### src/rtl/mips_host_ctrl.sv
// rtl/mips_host_ctrl.sv - host-side load/run/readback initiator for the MIPS kernel
//
// Holds the kernel in reset while streaming the program into instruction
// memory and preloading data memory, releases the kernel, waits for its done
// pulse, then reads a window of data memory back out as a valid/ready stream.
//
// Optional build macro: MIPS_HOST_TIMEOUT_EN adds a RUN-phase watchdog that
// abandons readback after TIMEOUT_CYCLES and raises the sticky o_timeout flag.
//
// Ports:
//   i_sys_clk, i_sys_rst           clock, synchronous active-high reset
//   i_start + job fields           i_num_inst, i_num_data, i_rd_base, i_num_rd
//   i_inst_valid/o_inst_ready      instruction stream in (i_inst_data)
//   i_data_valid/o_data_ready      preload stream in (i_data)
//   o_krnl_rst                     kernel reset, active high
//   o_inst_mem_data/_wr_en         instruction-memory write port
//   o_host_mem_wr_en/_rd_en        data-memory strobes, o_host_addr, o_host_din
//   i_host_dout                    data-memory read data, RD_LAT cycles after rd_en
//   i_krnl_done                    kernel-done pulse
//   o_res_valid/i_res_ready        result stream out (o_res_data)
//   o_busy, o_done, o_timeout      status
module mips_host_ctrl #(
    parameter int WORD_W         = 32,
    parameter int ADDR_W         = 10,
    parameter int RD_LAT         = 1,
    parameter int TIMEOUT_CYCLES = 4096
) (
    input  logic              i_sys_clk,
    input  logic              i_sys_rst,
    input  logic              i_start,
    input  logic [ADDR_W-1:0] i_num_inst,
    input  logic [ADDR_W-1:0] i_num_data,
    input  logic [ADDR_W-1:0] i_rd_base,
    input  logic [ADDR_W-1:0] i_num_rd,
    input  logic              i_inst_valid,
    output logic              o_inst_ready,
    input  logic [WORD_W-1:0] i_inst_data,
    input  logic              i_data_valid,
    output logic              o_data_ready,
    input  logic [WORD_W-1:0] i_data,
    output logic              o_krnl_rst,
    output logic [WORD_W-1:0] o_inst_mem_data,
    output logic              o_inst_mem_wr_en,
    output logic              o_host_mem_wr_en,
    output logic              o_host_mem_rd_en,
    output logic [ADDR_W-1:0] o_host_addr,
    output logic [WORD_W-1:0] o_host_din,
    input  logic [WORD_W-1:0] i_host_dout,
    input  logic              i_krnl_done,
    output logic              o_res_valid,
    input  logic              i_res_ready,
    output logic [WORD_W-1:0] o_res_data,
    output logic              o_busy,
    output logic              o_done,
    output logic              o_timeout
);

    localparam int                LAT_W    = $clog2(RD_LAT + 1);
    localparam logic [LAT_W-1:0]  LAT_LAST = LAT_W'(RD_LAT);
    localparam logic [ADDR_W-1:0] ONE      = ADDR_W'(1);

    typedef enum logic [2:0] {
        S_IDLE,
        S_LOAD_INST,
        S_LOAD_DATA,
        S_RUN,
        S_READ_REQ,
        S_READ_WAIT,
        S_READ_OUT,
        S_FINISH
    } state_t;

    state_t            state;
    logic [ADDR_W-1:0] num_inst_q;
    logic [ADDR_W-1:0] num_data_q;
    logic [ADDR_W-1:0] rd_base_q;
    logic [ADDR_W-1:0] num_rd_q;
    logic [ADDR_W-1:0] cnt;        // shared word index for every phase
    logic [LAT_W-1:0]  lat_cnt;

`ifdef MIPS_HOST_TIMEOUT_EN
    localparam int              WD_W    = $clog2(TIMEOUT_CYCLES + 1);
    localparam logic [WD_W-1:0] WD_LAST = WD_W'(TIMEOUT_CYCLES - 1);

    logic [WD_W-1:0] wd_cnt;
    logic            timeout_q;

    assign o_timeout = timeout_q;
`else
    assign o_timeout = 1'b0;
`endif

    always_ff @(posedge i_sys_clk) begin
        if (i_sys_rst) begin
            state            <= S_IDLE;
            num_inst_q       <= '0;
            num_data_q       <= '0;
            rd_base_q        <= '0;
            num_rd_q         <= '0;
            cnt              <= '0;
            lat_cnt          <= '0;
            o_inst_ready     <= 1'b0;
            o_data_ready     <= 1'b0;
            o_krnl_rst       <= 1'b1;
            o_inst_mem_data  <= '0;
            o_inst_mem_wr_en <= 1'b0;
            o_host_mem_wr_en <= 1'b0;
            o_host_mem_rd_en <= 1'b0;
            o_host_addr      <= '0;
            o_host_din       <= '0;
            o_res_valid      <= 1'b0;
            o_res_data       <= '0;
            o_busy           <= 1'b0;
            o_done           <= 1'b0;
`ifdef MIPS_HOST_TIMEOUT_EN
            wd_cnt           <= '0;
            timeout_q        <= 1'b0;
`endif
        end else begin
            // Strobes are single-cycle unless a state re-asserts them.
            o_inst_mem_wr_en <= 1'b0;
            o_host_mem_wr_en <= 1'b0;
            o_host_mem_rd_en <= 1'b0;
            o_done           <= 1'b0;

            unique case (state)
                S_IDLE: begin
                    if (i_start) begin
                        num_inst_q   <= i_num_inst;
                        num_data_q   <= i_num_data;
                        rd_base_q    <= i_rd_base;
                        num_rd_q     <= i_num_rd;
                        cnt          <= '0;
                        o_busy       <= 1'b1;
                        o_inst_ready <= (i_num_inst != '0);
                        state        <= S_LOAD_INST;
`ifdef MIPS_HOST_TIMEOUT_EN
                        timeout_q    <= 1'b0;
`endif
                    end
                end

                S_LOAD_INST: begin
                    if (num_inst_q == '0) begin
                        o_data_ready <= (num_data_q != '0);
                        state        <= S_LOAD_DATA;
                    end else if (i_inst_valid && o_inst_ready) begin
                        o_inst_mem_wr_en <= 1'b1;
                        o_inst_mem_data  <= i_inst_data;
                        if (cnt == num_inst_q - ONE) begin
                            cnt          <= '0;
                            o_inst_ready <= 1'b0;
                            o_data_ready <= (num_data_q != '0);
                            state        <= S_LOAD_DATA;
                        end else begin
                            cnt <= cnt + ONE;
                        end
                    end
                end

                S_LOAD_DATA: begin
                    if (num_data_q == '0) begin
                        o_krnl_rst <= 1'b0;
                        state      <= S_RUN;
`ifdef MIPS_HOST_TIMEOUT_EN
                        wd_cnt     <= '0;
`endif
                    end else if (i_data_valid && o_data_ready) begin
                        o_host_mem_wr_en <= 1'b1;
                        o_host_addr      <= cnt;
                        o_host_din       <= i_data;
                        if (cnt == num_data_q - ONE) begin
                            cnt          <= '0;
                            o_data_ready <= 1'b0;
                            o_krnl_rst   <= 1'b0;
                            state        <= S_RUN;
`ifdef MIPS_HOST_TIMEOUT_EN
                            wd_cnt       <= '0;
`endif
                        end else begin
                            cnt <= cnt + ONE;
                        end
                    end
                end

                S_RUN: begin
                    if (i_krnl_done) begin
                        cnt <= '0;
                        if (num_rd_q == '0) begin
                            o_done     <= 1'b1;
                            o_krnl_rst <= 1'b1;
                            state      <= S_FINISH;
                        end else begin
                            o_host_mem_rd_en <= 1'b1;
                            o_host_addr      <= rd_base_q;
                            state            <= S_READ_REQ;
                        end
`ifdef MIPS_HOST_TIMEOUT_EN
                    end else if (wd_cnt == WD_LAST) begin
                        timeout_q  <= 1'b1;
                        o_done     <= 1'b1;
                        o_krnl_rst <= 1'b1;
                        state      <= S_FINISH;
                    end else begin
                        wd_cnt <= wd_cnt + WD_W'(1);
`endif
                    end
                end

                // The read strobe was raised on entry; it drops here.
                S_READ_REQ: begin
                    lat_cnt <= LAT_W'(1);
                    state   <= S_READ_WAIT;
                end

                S_READ_WAIT: begin
                    if (lat_cnt == LAT_LAST) begin
                        o_res_data  <= i_host_dout;
                        o_res_valid <= 1'b1;
                        state       <= S_READ_OUT;
                    end else begin
                        lat_cnt <= lat_cnt + LAT_W'(1);
                    end
                end

                S_READ_OUT: begin
                    if (i_res_ready) begin
                        o_res_valid <= 1'b0;
                        if (cnt == num_rd_q - ONE) begin
                            o_done     <= 1'b1;
                            o_krnl_rst <= 1'b1;
                            state      <= S_FINISH;
                        end else begin
                            // Address arithmetic wraps modulo the memory size.
                            cnt              <= cnt + ONE;
                            o_host_mem_rd_en <= 1'b1;
                            o_host_addr      <= rd_base_q + cnt + ONE;
                            state            <= S_READ_REQ;
                        end
                    end
                end

                S_FINISH: begin
                    o_busy <= 1'b0;
                    state  <= S_IDLE;
                end

                default: state <= S_IDLE;
            endcase
        end
    end

endmodule
### config.mk
export PLATFORM = sky130hd
export DESIGN_NAME = mips_host_ctrl
export DESIGN_NICKNAME = d
export VERILOG_FILES = /design/src/rtl/mips_host_ctrl.sv
export SDC_FILE = /design/constraint.sdc
export NUM_CORES = 1
export LEC_CHECK = 0
export CAP_MARGIN = 20
export CORE_MARGIN = 8
export CORE_UTILIZATION = 50
export CTS_CLUSTER_SIZE = 16
export DETAILED_ROUTE_END_ITERATION = 8
export GPL_TIMING_DRIVEN = 0
export PLACE_DENSITY = 0.95
export SLEW_MARGIN = 20
export SYNTH_ARGS = -nofsm -noshare
export SYNTH_HDL_FRONTEND = slang
export SYNTH_SLANG_ARGS = --single-unit
### constraint.sdc
create_clock -name i_sys_clk -period 4.9 [get_ports i_sys_clk]
set_clock_uncertainty 0.2 [all_clocks]
set_input_delay 1.225 -clock i_sys_clk [delete_from_list [all_inputs] [get_ports i_sys_clk]]
set_output_delay 1.225 -clock i_sys_clk [all_outputs]
set_load 0.01 [all_outputs]
Yosys cells after proc, flatten, opt, wreduce, memory -nomap -nowiden

Index checks and enable logic that the tools add are counted.
W data, S select, Z words.

Memories: 0
Latch bits: 0
Bits in writable memories: 0
ROM bits: 0
Output and inout bits: 116
Bits of input ports: 143
Word-level logic and storage cells: 156
Register bits: 169

Shift-type cells: 0
Bitwise logic cells: 4
Multipliers: 0
Mux-type cells: 68
$add $sub $neg: 7
Div/mod/pow operators: 0
Reductions and logical operators: 29
Magnitude comparators: 0
Equality and inequality tests: 28

Operator list:

| kind                    | number |
|---|---|
| $mux W10                | 16 |
| $pmux W10 S5            | 1 |
| $eq A10 B10 Y1          | 3 |
| $logic_not A10 Y1       | 3 |
| $mux W3                 | 10 |
| $pmux W10 S3            | 1 |
| $sub A10 B1 Y10 const B | 3 |
| $mux W1                 | 29 |
| $ne A2 B2 Y1 const B    | 14 |
| $pmux W3 S8             | 1 |
| $add A10 B1 Y10 const B | 2 |
| $reduce_bool A10 Y1     | 2 |
| $pmux W1 S2             | 7 |
| $reduce_and A7 Y1       | 2 |
| $eq A3 B3 Y1 const B    | 4 |
| $ne A3 B3 Y1 const B    | 4 |
| $add A10 B10 Y10        | 1 |
| $reduce_bool A2 Y1      | 5 |
| $reduce_and A3 Y1       | 3 |
| $reduce_and A9 Y1       | 1 |
| $reduce_and A8 Y1       | 1 |
| $eq A3 B2 Y1 const B    | 2 |
| $reduce_and A2 Y1       | 3 |
| $reduce_and A6 Y1       | 1 |
| other kinds (11)        | 17 |

Logic depth before layout (Yosys ltp)

Depth in word-level cells: 6
Depth in mapped cells: 12

Worst setup path after synthesis

No wires, ideal clock.

Kind: reg2reg
From: register num_rd_q[0]
To: register o_host_addr[0]
Path slack: 2.082 ns
Arrival time: 2.490 ns
Period minus slack after synthesis: 2.818 ns
Stages on the path, launching flop included: 12
Buffers on the path: 1
Data required time: 4.572 ns
Cells stage by stage: dfxtp_1 > inv_1 > ha_1 > or4b_4 > and4bb_2 > o311ai_1 > o21ai_2 > nand4_1 > a31oi_1 > buf_4 > mux2i_1 > nor2_1

Word-level cells in the longest chain between the ends: 4

RTL lines:

| item                                 | RTL line | RTL |
|---|---|---|
| start: declaration                   | 77       | `logic [ADDR_W-1:0] num_rd_q;` |
| start signal: assignment             | 132      | `num_rd_q <= i_num_rd;` |
| $sub A10 B1 Y10                      | 229      | `if (cnt == num_rd_q - ONE) begin` |
| $eq A10 B10 Y1                       | 229      |  |
| $ne A2 B2 Y1 (no source line)        | n/a      |  |
| $reduce_and A7 Y1 (no source line) * | n/a      |  |
| end signal: assignment               | 170      | `o_host_addr <= cnt;` |
| end signal: assignment               | 195      | `o_host_addr <= rd_base_q;` |
| end signal: assignment               | 237      | `o_host_addr <= rd_base_q + cnt + ONE;` |
| end: declaration                     | 46       | `output logic [ADDR_W-1:0] o_host_addr,` |

Mark *: on every way between the ends. The rest lies on a longest branch, timed or not.
A chain may end at the register's enable or synchronous reset.

Worst setup path in the final report

From: register num_data_q[0]
To: register cnt[3]

Word-level cells in the longest chain between the ends: 6

RTL lines:

| item                     | RTL line | RTL |
|---|---|---|
| start: declaration       | 75       | `logic [ADDR_W-1:0] num_data_q;` |
| start signal: assignment | 130      | `num_data_q <= i_num_data;` |
| $sub A10 B1 Y10          | 172      | `if (cnt == num_data_q - ONE) begin` |
| $eq A10 B10 Y1           | 172      |  |
| $mux W10                 | 172      |  |
| $mux W10                 | 168      | `end else if (i_data_valid && o_data_ready) begin` |
| $mux W10                 | 162      | `if (num_data_q == '0) begin` |
| $pmux W10 S5             | 126      | `unique case (state)` |
| end signal: assignment   | 156      | `cnt <= cnt + ONE;` |
| end signal: assignment   | 181      | `cnt <= cnt + ONE;` |
| end signal: assignment   | 235      | `cnt <= cnt + ONE;` |
| end: declaration         | 78       | `logic [ADDR_W-1:0] cnt;` |

Several ways; a longest one is shown, not always the timed one. The select of a mux whose other input is x is not followed.

==> results.py <==
metrics = {
    "status": {
        "outcome": "complete, no violations",
    },
    "finish": {
        "antenna_cells": 0,
        "nFillCells": 1171,
        "drive_gt1_frac": 0.0378,
        "post-route-util": 0.722,
        "fin_nets": 1468,
        "regArea_um2": 3380,
        "area.growth.synth_to_final_pct": 43.0,
        "multiInputGateArea_um2": 4200,
    },
    "routing": {
        "drt-wirelength-per-cell_um": 18.4,
        "drtIter0Drc": 651,
        "ant_nets": 0,
        "finalWirelength_mm": 28.4,
        "dr_total_vias": 8731,
        "drc": 0,
        "post_drt_via_cell_ratio": 5.67,
        "drtPass1Iterations": 5,
    },
    "synthesis": {
        "async_flop_share": 0,
        "synth_top_area_frac": 0.426,
        "post_synth.cell_area_avg_um2": 7.66,
        "ys_seq_elements": 169,
        "syn_inst": 1036,
        "yosysSeqAreaShare": 0.426,
        "ys_warn_count": 0,
        "yosysMostFrequentCell": "nand2_1",
        "syn_nets": 1193,
        "synth_edf_count": 0,
        "syn_area_um2": 7930,
        "ys.flop_type": "dfxtp_1",
        "synth_cell_types": 73,
        "yosys.area.top_type": "dfxtp_1",
        "synth_commonest_cells": "nand2_1 (300), dfxtp_1 (169), a21oi_1 (161)",
        "synth.area.top_cells": "dfxtp_1 (43%), nand2_1 (14%), a21oi_1 (10%)",
    },
    "placed_design": {
        "finalWeightedCongestion": 0.967,
        "pre_cts_ws_ns": 1.34,
        "io_buffer_count": 256,
        "hpwl_mm": 21.3,
    },
    "cts": {
        "cts_made_buffers": 17,
        "cts_buffer_depth": 2,
        "cts_resized": 0,
        "hold_buffers": 0,
        "htreeDepth": 4,
        "cts_root_buf": "clkbuf_16",
        "clkTransAtPathRegs_ns": 0.07,
        "cts_setup_buffers": 0,
        "clock_latency_ns": 0.43,
        "cts_tree": "done",
        "cts_sinks": 169,
    },
    "sta": {
        "min_period_over_period": 0.757,
        "slew_violations": 0,
        "hold_viol_final": 0,
        "rsz0062_at_grt": "false",
        "slew_headroom": 0.488,
        "fmaxAchievable_ghz": 0.270,
        "setup_viol": 0,
        "min_period_ns": 3.71,
        "worst_pin_slew_ns": 0.763,
        "setup-tns-final_ns": 0,
        "setup_ws_ns": 1.19,
    },
    "critical_path": {
        "r2r_start": "num_data_q[0]",
        "r2r-end": "cnt[3]",
        "arrival_ns": 3.79,
        "required_ns": 4.98,
        "critPathLaunch": "num_data_q[0]",
        "critPathCapture": "cnt[3]",
        "reg2reg_depth": 10,
        "rrSetupSlack_ns": 1.19,
        "start_kind": "flip-flop",
        "worst-setup-path-type": "reg -> reg",
        "critPathMaxFanout": 9,
        "critPathCaptureType": "flip-flop",
    },
    "power_and_ir_drop": {
        "p_leak_nw": 3.99,
        "p_total_mw": 4.37,
        "ir_drop_mv": 0.259,
        "power_density_nw_per_um2": 385,
    },
    "worst_hold_path": {
        "hold_class": "reg -> reg",
        "hold_start": "o_inst_mem_data[17]",
    },
    "global_routing": {
        "grt_antenna_before_repair": 0,
        "grt_pass1_wl_mm": 44.2,
        "overflow": 0,
        "grt_use_total": 0.276,
        "grt_max_degree": 17,
        "grt_pass1_vias": 8804,
    },
    "floorplan": {
        "num_rows": 46,
        "fp.dieW_um": 142,
        "die-area_um2": 20200,
        "coreArea_um2": 15700,
        "die_y_um": 142,
        "floorplan.initialDensity": 0.505,
        "ios": 259,
    },
    "flow_run": {
        "drv_cap": 0,
    },
}
==> worst min-delay path by stage <==
stage,to,slack (ns),depth (start not counted)
after CTS,o_inst_mem_data[29],0.26,2
final,o_inst_mem_data[17],0.26,2
after detailed placement,o_host_din[30],0.25,2
after global placement,o_inst_mem_data[10],0.24,2
after floorplan,rd_base_q[0],0.24,2
after global routing,o_res_data[22],0.27,2
==> logic make-up after synthesis <==
| group | synth area share |
|---|---|
| AND/OR/NAND/NOR | 0.258 |
| AO/OA/AOI/OAI | 0.193 |
| other | 0.000473 |
| flip-flops | 0.426 |
| multiplexers | 0.0114 |
| buffers and inverters | 0.0442 |
| XOR/XNOR | 0.0438 |
| adder cells (fa/ha/maj) | 0.0230 |
==> state kept, by name, indices dropped and copies added, names as in the netlist, 3 cells and up <==
| signal | cells |
|---|---|
| o_inst_mem_data | 32 |
| cnt | 10 |
| num_inst_q | 10 |
| num_rd_q | 10 |
| o_res_data | 32 |
| num_data_q | 10 |
| rd_base_q | 10 |
| o_host_din | 32 |
| state | 3 |
| o_host_addr | 10 |
==> layout by cell type (no fill, tap or decap), types with 11 or more instances in the layout <==
cell type | Yosys | final
nand2_1 | 300 | 300
clkbuf_1 | 65 | 67
inv_1 | 19 | 19
nor2_1 | 47 | 47
xor2_1 | 19 | 19
clkdlybuf4s50_1 | 0 | 256
dfxtp_1 | 169 | 169
nor2b_1 | 12 | 12
clkbuf_16 | 0 | 17
nand2b_1 | 11 | 11
o21ai_0 | 15 | 15
nand3_1 | 14 | 14
a21oi_1 | 161 | 161
xnor2_1 | 18 | 18
nor3_1 | 18 | 18
ha_1 | 13 | 13
==> layout make-up <==
type                    count  share of cell area
flip-flops and latches    169               0.298
clock inverters            10              0.0104
inverters                  19             0.00629
plain buffers              71              0.0246
repair buffers            256               0.226
multi-input cells         777               0.370
clock buffers              21              0.0406
well taps                 216              0.0238
==> per-layer routing <==
metal | global-route usage | share of wire | up-vias
met5 | 0 | 0 | -
met4 | 0.167 | 0.057 | 0
met3 | 0.0872 | 0.096 | 131
met2 | 0.456 | 0.47 | 482
met1 | 0.308 | 0.38 | 4023
li1 | - | - | 4095
==> metrics by stage <==
| stage | hold WS (ns) | cells | area [um^2] |
|---|---|---|---|
| 2_1_floorplan | 0.236 | 1036 | 7930 |
| 3_3_place_gp | 0.240 | 1508 | 10800 |
| 3_5_place_dp | 0.247 | 1508 | 10800 |
| 4_1_cts | 0.257 | 1539 | 11300 |
| 5_1_grt | 0.274 | 1539 | 11300 |
| 6_report | 0.255 | 1539 | 11300 |
==> worst max-delay path, stage by stage (launching register included) <==
cell and delay [ns]:
dfxtp_1 0.36, inv_1 0.07, ha_1 0.27, or4b_4 0.54
o21ai_1 0.16, nand4_1 0.11, a2111oi_0 0.61, nand4bb_1 0.36
o21a_1 0.32, o31ai_4 0.47, a21oi_1 0.10
==> power breakdown <==
group	switching, mW	internal (mW)
combinational	0.808	0.607
clock	0.564	0.777
sequential	0.126	1.49
Power figures use the tool's default switching activity.
